## src/rtl/reflex_pkg.sv

```systemverilog
// Shared types and sizing helpers for the multi-player reflex round scheduler.
package reflex_pkg;

  localparam int unsigned DefNPlayers  = 4;
  localparam int unsigned DefRounds    = 5;
  localparam int unsigned DefMsW       = 12;
  localparam int unsigned DefTimeoutMs = 2000;

  typedef enum logic [2:0] {
    StIdle,
    StArm,
    StWaitRand,
    StReact,
    StScore,
    StDone
  } state_e;

  function automatic int unsigned id_width(int unsigned n_players);
    return (n_players > 1) ? $clog2(n_players) : 1;
  endfunction

  function automatic int unsigned pts_width(int unsigned rounds);
    return (rounds > 0) ? $clog2(rounds + 1) : 1;
  endfunction

endpackage

```

## src/rtl/rr_arbiter.sv

```systemverilog
// Combinational round-robin arbiter: the first request at or after ptr_i (wrapping) wins.
module rr_arbiter #(
  parameter int unsigned N   = 4,
  parameter int unsigned IdW = 2
) (
  input  logic [N-1:0]   req_i,
  input  logic [IdW-1:0] ptr_i,
  output logic [N-1:0]   gnt_o,
  output logic [IdW-1:0] gnt_idx_o
);

  localparam int unsigned SumW = IdW + 1;

  logic [2*N-1:0] req_dbl;
  logic [N-1:0]   req_rot;
  logic [SumW-1:0] sum;
  logic           found;

  // Rotating right by the pointer puts the highest-priority request at bit 0.
  assign req_dbl = {req_i, req_i} >> ptr_i;
  assign req_rot = req_dbl[N-1:0];

  always_comb begin
    found     = 1'b0;
    sum       = '0;
    gnt_idx_o = '0;
    for (int k = 0; k < N; k++) begin
      if (!found && req_rot[k]) begin
        found = 1'b1;
        sum   = {1'b0, ptr_i} + SumW'(k);
        if (sum >= SumW'(N)) begin
          sum = sum - SumW'(N);
        end
        gnt_idx_o = sum[IdW-1:0];
      end
    end
    gnt_o = found ? (N'(1) << gnt_idx_o) : '0;
  end

endmodule

```

## src/rtl/reflex_arbiter.sv

```systemverilog
// Multi-player round scheduler sharing one reaction-timing datapath among N_PLAYERS buttons.
module reflex_arbiter
  import reflex_pkg::*;
#(
  parameter int unsigned N_PLAYERS  = DefNPlayers,
  parameter int unsigned ROUNDS     = DefRounds,
  parameter int unsigned MS_W       = DefMsW,
  parameter int unsigned TIMEOUT_MS = DefTimeoutMs,
  localparam int unsigned IdW       = id_width(N_PLAYERS)
) (
  input  logic                 ck,
  input  logic                 reset_n,
  input  logic                 start,
  input  logic [N_PLAYERS-1:0] pul,
  input  logic                 zero,
  input  logic [MS_W-1:0]      count_ms,
  output logic                 load_rand,
  output logic                 clear_count_ms,
  output logic                 count_enable,
  output logic                 led,
  output logic [N_PLAYERS-1:0] false_start,
  output logic                 winner_valid,
  output logic                 no_winner,
  output logic [IdW-1:0]       winner_id,
  output logic [MS_W-1:0]      winner_ms,
  output logic                 busy,
  output logic                 game_done,
  output logic [IdW-1:0]       champion
);

  localparam int unsigned PtsW = pts_width(ROUNDS);

  state_e state_q, state_d;

  logic [N_PLAYERS-1:0][PtsW-1:0] points_q, points_d;
  logic [IdW-1:0]       rr_ptr_q, rr_ptr_d;
  logic [PtsW-1:0]      round_cnt_q, round_cnt_d;
  logic [N_PLAYERS-1:0] false_start_q, false_start_d;
  logic [IdW-1:0]       winner_id_q, winner_id_d;
  logic [MS_W-1:0]      winner_ms_q, winner_ms_d;
  logic                 no_winner_q, no_winner_d;
  logic                 winner_valid_q, winner_valid_d;
  logic                 arm_q, arm_d;
  logic                 led_q, led_d;
  logic                 busy_q, busy_d;
  logic                 done_q, done_d;
  logic [IdW-1:0]       champion_q, champion_d;

  logic [N_PLAYERS-1:0] eligible;
  logic [N_PLAYERS-1:0] fs_seen;
  logic [N_PLAYERS-1:0] gnt;
  logic [IdW-1:0]       gnt_idx;
  logic [PtsW-1:0]      best_pts;
  logic [IdW-1:0]       best_id;

  assign eligible = pul & ~false_start_q;
  assign fs_seen  = false_start_q | pul;

  rr_arbiter #(
    .N   (N_PLAYERS),
    .IdW (IdW)
  ) u_rr_arbiter (
    .req_i     (eligible),
    .ptr_i     (rr_ptr_q),
    .gnt_o     (gnt),
    .gnt_idx_o (gnt_idx)
  );

  always_comb begin
    state_d       = state_q;
    points_d      = points_q;
    rr_ptr_d      = rr_ptr_q;
    round_cnt_d   = round_cnt_q;
    false_start_d = false_start_q;
    winner_id_d   = winner_id_q;
    winner_ms_d   = winner_ms_q;
    no_winner_d   = no_winner_q;

    unique case (state_q)
      StIdle, StDone: begin
        if (start) begin
          state_d     = StArm;
          points_d    = '0;
          round_cnt_d = '0;
        end
      end
      StArm: begin
        false_start_d = '0;
        state_d       = StWaitRand;
      end
      StWaitRand: begin
        // A press coinciding with zero still counts as a false start.
        false_start_d = fs_seen;
        if (&fs_seen) begin
          no_winner_d = 1'b1;
          state_d     = StScore;
        end else if (zero) begin
          state_d = StReact;
        end
      end
      StReact: begin
        if (|gnt) begin
          winner_id_d = gnt_idx;
          winner_ms_d = count_ms;
          no_winner_d = 1'b0;
          state_d     = StScore;
        end else if (count_ms >= MS_W'(TIMEOUT_MS)) begin
          no_winner_d = 1'b1;
          state_d     = StScore;
        end
      end
      StScore: begin
        if (!no_winner_q) begin
          if (points_q[winner_id_q] != {PtsW{1'b1}}) begin
            points_d[winner_id_q] = points_q[winner_id_q] + 1'b1;
          end
          rr_ptr_d = (winner_id_q == IdW'(N_PLAYERS - 1)) ? '0 : winner_id_q + 1'b1;
        end
        round_cnt_d = round_cnt_q + 1'b1;
        state_d     = (round_cnt_d == PtsW'(ROUNDS)) ? StDone : StArm;
      end
      default: state_d = StIdle;
    endcase
  end

  // Strict greater-than keeps ties on the lowest index.
  always_comb begin
    best_pts = points_d[0];
    best_id  = '0;
    for (int i = 1; i < N_PLAYERS; i++) begin
      if (points_d[i] > best_pts) begin
        best_pts = points_d[i];
        best_id  = IdW'(i);
      end
    end
  end

  // Outputs are registered from the next state so they line up with the state they describe.
  always_comb begin
    arm_d          = (state_d == StArm);
    led_d          = (state_d == StReact);
    winner_valid_d = (state_d == StScore);
    busy_d         = !(state_d inside {StIdle, StDone});
    done_d         = (state_d == StDone);
    champion_d     = champion_q;
    if (state_q == StScore && state_d == StDone) begin
      champion_d = best_id;
    end
  end

  always_ff @(posedge ck or negedge reset_n) begin
    if (!reset_n) begin
      state_q        <= StIdle;
      points_q       <= '0;
      rr_ptr_q       <= '0;
      round_cnt_q    <= '0;
      false_start_q  <= '0;
      winner_id_q    <= '0;
      winner_ms_q    <= '0;
      no_winner_q    <= 1'b0;
      winner_valid_q <= 1'b0;
      arm_q          <= 1'b0;
      led_q          <= 1'b0;
      busy_q         <= 1'b0;
      done_q         <= 1'b0;
      champion_q     <= '0;
    end else begin
      state_q        <= state_d;
      points_q       <= points_d;
      rr_ptr_q       <= rr_ptr_d;
      round_cnt_q    <= round_cnt_d;
      false_start_q  <= false_start_d;
      winner_id_q    <= winner_id_d;
      winner_ms_q    <= winner_ms_d;
      no_winner_q    <= no_winner_d;
      winner_valid_q <= winner_valid_d;
      arm_q          <= arm_d;
      led_q          <= led_d;
      busy_q         <= busy_d;
      done_q         <= done_d;
      champion_q     <= champion_d;
    end
  end

  assign load_rand      = arm_q;
  assign clear_count_ms = arm_q;
  assign count_enable   = led_q;
  assign led            = led_q;
  assign false_start    = false_start_q;
  assign winner_valid   = winner_valid_q;
  assign no_winner      = no_winner_q;
  assign winner_id      = winner_id_q;
  assign winner_ms      = winner_ms_q;
  assign busy           = busy_q;
  assign game_done      = done_q;
  assign champion       = champion_q;

endmodule
```

## config.mk

```make
export PLATFORM = sky130hd
export DESIGN_NAME = reflex_arbiter
export DESIGN_NICKNAME = d
export VERILOG_FILES = /design/src/rtl/reflex_pkg.sv /design/src/rtl/rr_arbiter.sv /design/src/rtl/reflex_arbiter.sv
export SDC_FILE = /design/constraint.sdc
export NUM_CORES = 1
export LEC_CHECK = 0
export ABC_CLOCK_PERIOD_IN_PS = 6800
export BUFFER_PORTS_ARGS = -buffer_cell sky130_fd_sc_hd__buf_2
export CORE_UTILIZATION = 55
export CTS_CLUSTER_SIZE = 30
export DETAILED_ROUTE_END_ITERATION = 8
export PLACE_DENSITY = 0.77
export SLEW_MARGIN = 10
export SYNTH_ARGS = -nofsm -noshare
export SYNTH_HDL_FRONTEND = slang
export SYNTH_SLANG_ARGS = --single-unit
```

## constraint.sdc

```tcl
create_clock -name ck -period 6.8 [get_ports ck]
set_input_delay 0.34 -clock ck [delete_from_list [all_inputs] [get_ports ck]]
set_output_delay 0.34 -clock ck [all_outputs]
set_load 0.005 [all_outputs]
```

==> results.toml, run 1 <==
[outcome]
run_status = "complete, but fails checks"
violations = "design-rule violations"

[synthesis]
synth-compound-area-share_pct = 17.1
synth_edf_count = 0
synth_top_family_by_area = "compound AO/OA/AOI/OAI gates"
synth_ff_type = "dfrtp_1"
yosys_warnings = 0
synthArstFlopShare_pct = 100
syn_area_per_cell_sq_um = 10.4
synth_cells = 249
muxShareOfSynthArea_pct = 10.0
ys_seq_area_share_pct = 44.3
synthDistinctLibCells = 53
synth_area_sq_mm = 0.00260
synth_simple_gate_area_share_pct = 16.2
synthXorXnorAreaFrac_pct = 0.337
synthAdderAreaFrac_pct = 8.13
synth_nets = 285
ys_ff_latch = 46

[critical_path]
critPathBufInv = 3
critPathKind = "reg -> reg"
slowest_delay_ns = 0.57
crit_slowest_cell = "mux4_2"
crit_fanout = 8
cp.arrival_ns = 5.97
r2r_end = "champion[0]"
worstRegToRegCells = 27
r2r_setup_slack_ns = 1.06
cp.depth = 27
cp-start-kind = "register"
required_ns = 7.03
r2r-start = "winner_id[0]"
path_delay_family = "compound AO/OA/AOI/OAI gates"
crit_top_cell = "ha_1"
worstSetupEndpointType = "register"

[drt]
num_vias = 2022
vias_per_cell = 5.78
drt-initial-drc-count = 134
ant_nets = 0
dr.pass1.iters = 6
routed_wl_um = 5380
wl_per_cell_um = 15.4
drc_errors = 8

[clocking]
post-cts-setup-buffer-count = 0
cts_buffers = 5
clkLatencyLatePin_ns = 0.30
ctsResizeCount = 0
clockBufferDepth = 2
htree_levels = 2
clk_pin_slew_ns = 0.09
root_buffer = "clkbuf_8"
cts_hold_buf = 0
tritoncts = "yes"
cts.sinks = 46

[timing]
clock.fmax_mhz = 174
worst_slack_ns = 1.06
hold_viol = 0
tightest_slew_ns = 0.975
slew_viol_final = 0
finClkSkew_ns = 0.00893
min_period_over_period_pct = 84.5
setup_violations = 0
maxSlewHeadroom_pct = 35.0
rsz0062_at_grt = "no"
final.setup.tns_ns = 0
fin_crit_ns = 5.74

[floorplanning]
fp-row-count = 24
core_sq_mm = 0.00444
die_y_um = 70.8
initial_core_util_pct = 58.5
ios = 48
die_w_um = 70.8
die-area_sq_mm = 0.00501

[global_routing]
grt_start_max_net_pins = 47
antenna_found_initial = 0
grt_pass1_vias = 1957
grt_pass1_wl_um = 8980
grt_usage_pct = 23.0
gr-total-overflow = 0

[final_layout]
syn_to_final_growth_pct = 13.7
layout_commonest_cell = "buf_2"
fillers = 353
layout-drive-gt1-share_pct = 28.2
final_cell_mix = "47 x buf_2, 46 x dfrtp_1, 23 x nand2_1"
nNetsFinal = 333
antenna_cells = 0

[power]
power.density_mw_per_mm2 = 384
leakage_nw = 1.42
vdd_drop_max_mv = 0.209

[placed_design]
io_buffers = 47
gp_routability_congestion = 0.895
dpl_worst_slack_ns = 1.10
hpwl_um = 4070

[worst_hold_path]
hold_path_class = "in -> async"

[flow_run]
cap_violations = 0
## stage by stage
step           utilization, %  cell area [sq um]  total power [mW]  hold slack (ns)  instances
3_5_place_dp             64.5               2870             0.973            0.470        342
2_1_floorplan               -               2600             0.815           0.0444        249
5_1_grt                  66.5               2960              1.22            0.253        350
4_1_cts                  66.5               2960              1.14            0.248        350
6_report                 66.5               2960              1.14            0.189        350
3_3_place_gp             64.5               2870             0.955            0.466        342
## Yosys cell counts, drive strengths merged, types with 2 or more instances
cell type  count  area share (%)
a21oi          6             1.2
or4            2            0.58
mux4           3             2.6
nor3b          2            0.77
ha            16             7.7
clkbuf         3            0.43
and3           3            0.72
nor4           2            0.48
nor2          19             2.7
o21a           2            0.58
nand4          2            0.48
or3b           3             1.1
o211ai         4             1.7
inv           16             2.3
nand3          2            0.58
mux2i          2            0.77
nor2b          8             1.9
a21boi         2            0.58
nand2b         7             1.7
nand2         23             3.3
dfrtp         46              44
and2           3            0.72
a31oi          3            0.72
mux2          15             6.6
o21ai         19             4.1
buf            4             1.2
nor3           2            0.58
a22o           7             2.4
o22ai          2            0.48
a21o           7             2.0
## per-layer routing
metal	vias up	GRT usage [%]	share of wire (%)
met1	955	31.0	47
li1	984	-	-
met3	14	5.41	4.2
met2	69	36.5	47
met5	-	0	0
met4	0	8.67	2.7
## flip-flops by register name, summed over array words and instances, names as in the netlist
signal	count
busy	1
champion	2
clear_count_ms	1
count_enable	1
false_start	4
game_done	1
no_winner	1
points_q	12
round_cnt_q	3
rr_ptr_q	2
state_q	3
winner_id	2
winner_ms	12
winner_valid	1
## area by class of cell
| type | count | area [sq um] | area share, % |
|---|---|---|---|
| tap | 52 | 65.1 | 2.20 |
| clock inverter | 3 | 21.3 | 0.720 |
| clock buffer | 5 | 68.8 | 2.33 |
| multi-input combinational | 180 | 1350 | 45.6 |
| inverter | 16 | 60.1 | 2.03 |
| sequential | 46 | 1150 | 38.9 |
| timing repair buffer | 48 | 243 | 8.21 |
## power by group
part | switching (mW) | internal [mW]
Clock | 0.0954 | 0.0723
Combinational | 0.252 | 0.258
Sequential | 0.0900 | 0.369
## cells by family (layout without fill, tap and decap cells)
logic type	after synthesis	in the layout
AO/OA/AOI/OAI	62	62
adder cells (fa/ha/maj)	17	17
multiplexers	20	20
buffers and inverters	23	72
XOR/XNOR	1	1
AND/OR/NAND/NOR	80	80
flip-flops	46	46
## worst max path at each step
| stage | start | endpoint | slack (ns) |
|---|---|---|---|
| floorplan | winner_id[0] | champion[1] | 1.62 |
| global placement | winner_id[0] | champion[1] | 1.36 |
| CTS | winner_id[0] | champion[0] | 1.09 |
| global route | winner_id[0] | champion[1] | 0.59 |
| detailed placement | winner_id[0] | champion[0] | 1.10 |
| finish | winner_id[0] | champion[0] | 1.06 |
Note: power is estimated with default switching activity, not from simulation.
==> run 2, diff against run 1 <==
Settings changed: ABC_CLOCK_PERIOD_IN_PS 6800 to 5140, CORE_UTILIZATION 55 to 50, PLACE_DENSITY 0.77 to 0.74.
Clock period 6.8 ns to 5.14 ns, I/O delays scaled along.
==> run 2 against run 1 <==
The flow now finishes without violations. Final area increased by 9.7%. First-iteration DRC count decreased by 10%. Critical endpoint is now champion[1]. Clock skew increased by 0.00089 ns. Non-clock buffer count increased by 16. Power increased by 53%. Sequential share of layout area decreased by 3.4 points. Sequential cell count unchanged.
==> results.toml, run 2 (synthesis results as in run 1) <==
[critical_path]
crit_chain = "mux4_2, ha_4, ha_4, or3b_2, o21a_1, inv_1, ha_2, a21o_1, a21o_1, a211o_1, ha_4, o21ai_1, nand2b_1, inv_2, a31oi_4, buf_6, mux2i_2, ha_1, a21o_1, a21oi_2, a31oi_2, nor2_1, o21ai_1"
path_delay_family = "compound AO/OA/AOI/OAI gates"
crit_slowest_cell = "mux4_2"
slowest_delay_ns = 0.57
r2r_setup_slack_ns = 0.02
critPathBufInv = 3
worstRegToRegCells = 23
worstSetupEndpointType = "register"
critPathKind = "reg -> reg"
r2r-start = "winner_id[0]"
cp.arrival_ns = 5.30
r2r_end = "champion[1]"
crit_fanout = 6
required_ns = 5.33
cp-start-kind = "register"

[drt]
wl_met3_um = 226
drc_errors = 0
route.met2.wl_um = 2850
routed_wl_um = 5960
m1WireLength_um = 2850
vias_per_cell = 5.56
dr.pass1.iters = 4
ant_nets = 0
num_vias = 2119
highest_layer = "met4"
drt-initial-drc-count = 120
wl_per_cell_um = 15.6

[clocking]
root_buffer = "clkbuf_8"
clockBufferDepth = 2
htree_levels = 2
cts_buffers = 5
cts.sinks = 46
tritoncts = "yes"
cts_hold_buf = 0
clk_pin_slew_ns = 0.09
clkLatencyLatePin_ns = 0.30

[timing]
tightest_slew_ns = 1.00
setup_violations = 0
clock.fmax_mhz = 195
hold_viol = 0
min_period_over_period_pct = 99.5
maxSlewHeadroom_pct = 33.3
fin_crit_ns = 5.12
finClkSkew_ns = 0.00982
slew_viol_final = 0
rsz0062_at_grt = "yes"
worst_slack_ns = 0.0235

[final_layout]
layout_commonest_cell = "buf_2"
final_cell_mix = "47 x buf_2, 45 x dfrtp_1, 23 x nand2_1"
layout-drive-gt1-share_pct = 36.9
nNetsFinal = 349
syn_to_final_growth_pct = 24.7
antenna_cells = 0

[outcome]
run_status = "finished, final reports clean"

[power]
totalPowerFinal_mw = 1.74
p_seq_share_pct = 34.9
clockPowerShare_pct = 15.2
power.switching_uw = 636
power.density_mw_per_mm2 = 536
swShare_pct = 36.6
leakage_nw = 1.51
p_int_mw = 1.10
vdd_drop_max_mv = 0.249
comb_power_share_pct = 49.9

[floorplanning]
die_y_um = 74.1
core_sq_mm = 0.00485
fp-row-count = 25
ios = 48
die_w_um = 74.1
initial_core_util_pct = 53.6
die-area_sq_mm = 0.00549

[worst_hold_path]
hold_path_class = "in -> async"

[global_routing]
grt_pass1_wl_um = 9110
grt_pass1_vias = 1875
gr-total-overflow = 0
grt_usage_pct = 22.5
grt_start_max_net_pins = 47
antenna_found_initial = 0

[placed_design]
dpl_worst_slack_ns = -0.121
gp_routability_congestion = 0.851
hpwl_um = 4270
io_buffers = 47

[flow_run]
cap_violations = 0
run 2: how the worst max path moves through the flow:
stage	cells after the start	from	endpoint
after floorplan	27	winner_id[0]	champion[1]
after detailed placement	25	winner_id[0]	champion[1]
final	23	winner_id[0]	champion[1]
after global placement	27	winner_id[0]	champion[1]
after global routing	23	winner_id[0]	champion[1]
after CTS	27	winner_id[0]	champion[1]
run 2: through the flow:
stage / cells / hold slack (ns) / setup TNS [ns] / utilization, % / instance area (sq um)
floorplan: 249 / -0.0386 / 0 / - / 2600
global placement: 365 / 0.478 / 0 / 60.7 / 2950
detailed placement: 365 / 0.480 / -0.232 / 60.7 / 2950
CTS: 377 / 0.161 / 0 / 64.0 / 3100
global route: 381 / 0.175 / -0.306 / 66.9 / 3240
finish: 381 / 0.121 / 0 / 66.9 / 3240
run 2: final cells by class:
type	count	area (sq um)
clock buffers	7	76.3
clock inverters	1	30.0
fillers	377	1610
inverters	16	60.1
multi-input cells	180	1470
flip-flops and latches	46	1150
well taps	67	83.8
repair buffers	64	367
run 2: metal layers:
layer,vias up,global-route usage (%)
li1,1017,-
met3,3,4.47
met2,59,34.5
met4,0,5.77
met5,-,0
met1,1040,32.6
run 2: what timing repair did:
action	CTS	global route
gates cloned	0	0
setup endpoints to repair	2	2
resized for setup	6	22
setup buffers	4	4
pin swaps	6	15
run 2: power by group through the flow:
| stage | Combinational (mW) | Sequential, mW | Clock [mW] |
|---|---|---|---|
| final | 0.867 | 0.607 | 0.265 |
| after global routing | 0.946 | 0.627 | 0.288 |
| after CTS | 0.753 | 0.604 | 0.270 |
| after detailed placement | 0.717 | 0.609 | 0 |
| after global placement | 0.699 | 0.604 | 0 |
| after floorplan | 0.486 | 0.593 | 0 |
==> run 3, diff against run 2 <==
Settings changed: ABC_AREA from default to 1, CORE_UTILIZATION 50 to 51, GPL_TIMING_DRIVEN from default to 0, SLEW_MARGIN 10 to default.
==> run 3 against run 2 <==
Die area increased by 7.9%. Clock skew increased by 0.00069 ns. Final area increased by 6.0%. Combinational power increased by 73%. Sequential cell count unchanged. Sequential power decreased by 3.3%. Largest power group unchanged. Critical endpoint is now champion[0]. Synthesized cell count increased by 43%. Final cell count increased by 27%. Sequential share of layout area decreased by 2.0 points.
==> results.toml, run 3 <==
[outcome]
run_status = "finished, final reports clean"

[synthesis]
synth_area_sq_mm = 0.00287
synth_cells = 356
synth-compound-area-share_pct = 13.7
ys_ff_latch = 46
syn_area_per_cell_sq_um = 8.05
muxShareOfSynthArea_pct = 0
synth_commonest_cells = "90 x nand2_1, 46 x dfrtp_1, 46 x inv_1"
synth_top_area_share_pct = 40.2
synth_nets = 392
synthArstFlopShare_pct = 100
synth_ff_type = "dfrtp_1"
synth.area.top_cells = "dfrtp_1 40%, nand2_1 12%, ha_1 7.0%, inv_1 6.0%, o21ai_0 3.8%"
yosys.area.top_type = "dfrtp_1"
ys_seq_area_share_pct = 40.2
synthXorXnorAreaFrac_pct = 0.611
synthAdderAreaFrac_pct = 6.98
synth_simple_gate_area_share_pct = 29.5
yosysMostFrequentCell = "nand2_1"
synth_edf_count = 0
synth_top_family_by_area = "simple AND/OR/NAND/NOR gates"
synthDistinctLibCells = 45
yosys_warnings = 0

[floorplanning]
core_sq_mm = 0.00527
ios = 48
die_w_um = 77.0
die_y_um = 77.0
die-area_sq_mm = 0.00592
fp-row-count = 26
initial_core_util_pct = 54.4

[power]
p_int_mw = 1.28
power.density_mw_per_mm2 = 703
p_seq_share_pct = 24.3
vdd_drop_max_mv = 0.311
leakage_nw = 1.82
power.switching_mw = 1.13
comb_power_share_pct = 62.3
swShare_pct = 46.8
totalPowerFinal_mw = 2.42
clockPowerShare_pct = 13.4

[drt]
dr.pass1.iters = 4
vias_per_cell = 5.10
ant_nets = 0
num_vias = 2472
drt-initial-drc-count = 177
routed_wl_um = 5980
drc_errors = 0
wl_per_cell_um = 12.3

[flow_run]
cap_violations = 0

[placed_design]
placedCellCount = 473
hpwl_um = 4470
io_buffers = 47
placed_cell_area_sq_mm = 0.00319
dpl_worst_slack_ns = -0.0689
gp_routability_congestion = 0.849

[final_layout]
antenna_cells = 0
final_area_sq_mm = 0.00344
layout-drive-gt1-share_pct = 30.6
final_cell_mix = "88 x nand2_1, 48 x buf_2, 45 x dfrtp_1"
syn_to_final_growth_pct = 19.9
nNetsFinal = 450
layout_commonest_cell = "nand2_1"
final_cells = 485
final_util_pct = 65.2

[critical_path]
crit_slowest_cell = "dfrtp_2"
critPathKind = "reg -> reg"
slowest_delay_ns = 0.46
cp-start-kind = "register"
worstSetupEndpointType = "register"
required_ns = 5.34
crit_fanout = 6
worstRegToRegCells = 35
crit_top_cell = "nand2_1"
cp.arrival_ns = 4.96

[worst_hold_path]
hold_path_class = "in -> async"

[global_routing]
gr-total-overflow = 0
grt_usage_pct = 22.3
grt_pass1_wl_um = 10500
antenna_found_initial = 0
gr-usage-met1_pct = 30.1
grt_start_max_net_pins = 47
grt_pass1_vias = 2397
met3_usage_pct = 4.88
globalRouteMet2Util_pct = 35.4
busiest_layer = "met2"

[clocking]
cts_hold_buf = 0
clk_pin_slew_ns = 0.09
htree_levels = 2
clkLatencyLatePin_ns = 0.31
tritoncts = "yes"
clockBufferDepth = 2
cts_buffers = 5
cts.sinks = 46
root_buffer = "clkbuf_8"

[timing]
maxSlewHeadroom_pct = 32.5
worst_slack_ns = 0.379
slew_viol_final = 0
hold_viol = 0
rsz0062_at_grt = "no"
setup_violations = 0
finClkSkew_ns = 0.0105
tightest_slew_ns = 1.01
final.setup.tns_ns = 0
fin_crit_ns = 4.76
min_period_over_period_pct = 92.6
clock.fmax_mhz = 210
fin_hold_ws_ns = 0.109
[run 3: area by class of cell]
| class | count | area (sq um) |
|---|---|---|
| fillers | 465 | 1830 |
| well taps | 70 | 87.6 |
| plain buffers | 6 | 50.0 |
| inverters | 55 | 211 |
| flip-flops and latches | 46 | 1150 |
| clock inverters | 3 | 68.8 |
| repair buffers | 51 | 278 |
| multi-input cells | 249 | 1520 |
| clock buffers | 5 | 68.8 |
[run 3: worst paths after layout]
path | start | to | slack [ns]
max | winner_id[0] | champion[0] | 0.38
min reg2reg | champion[0] | champion[0] | 0.49
min | reset_n | state_q[0] | 0.11
max in group asynchronous | reset_n | winner_id[0] | 4.34
min in group ck | count_ms[3] | winner_ms[3] | 0.14
max reg2reg | winner_id[0] | champion[0] | 0.38
[run 3: critical path: cells and delay by family (launching register included)]
family | cells | cell delay, ns
buf+inv | 7 | 0.63
flops | 1 | 0.46
simple gates | 18 | 1.65
compound gates | 5 | 0.69
fa+ha+maj | 5 | 1.24
[run 3: metal layers]
metal,share of wire (%),vias up
li1,-,1271
met4,1.2,0
met5,0,-
met2,45,67
met1,48,1128
met3,5.3,6
[run 3: what timing repair did]
item,CTS,global route
pin swaps,0,3
endpoints found under the hold margin,0,0
gates resized for setup,2,17
setup buffers,0,4
setup endpoints to repair,2,2
[run 3: kinds of logic (layout without fill, tap and decap cells)]
kind of cell    after synthesis  after routing
simple gates                171            171
buf+inv                      61            120
compound gates               60             60
flops                        46             46
fa+ha+maj                    16             16
xor+xnor                      2              2
[run 3: power groups by stage]
stage	sequential [mW]	combinational, mW	clock (mW)
6_report	0.587	1.50	0.324
5_1_grt	0.601	1.71	0.346
4_1_cts	0.588	1.37	0.332
3_5_place_dp	0.592	1.36	0
3_3_place_gp	0.589	1.33	0
2_1_floorplan	0.588	1.03	0
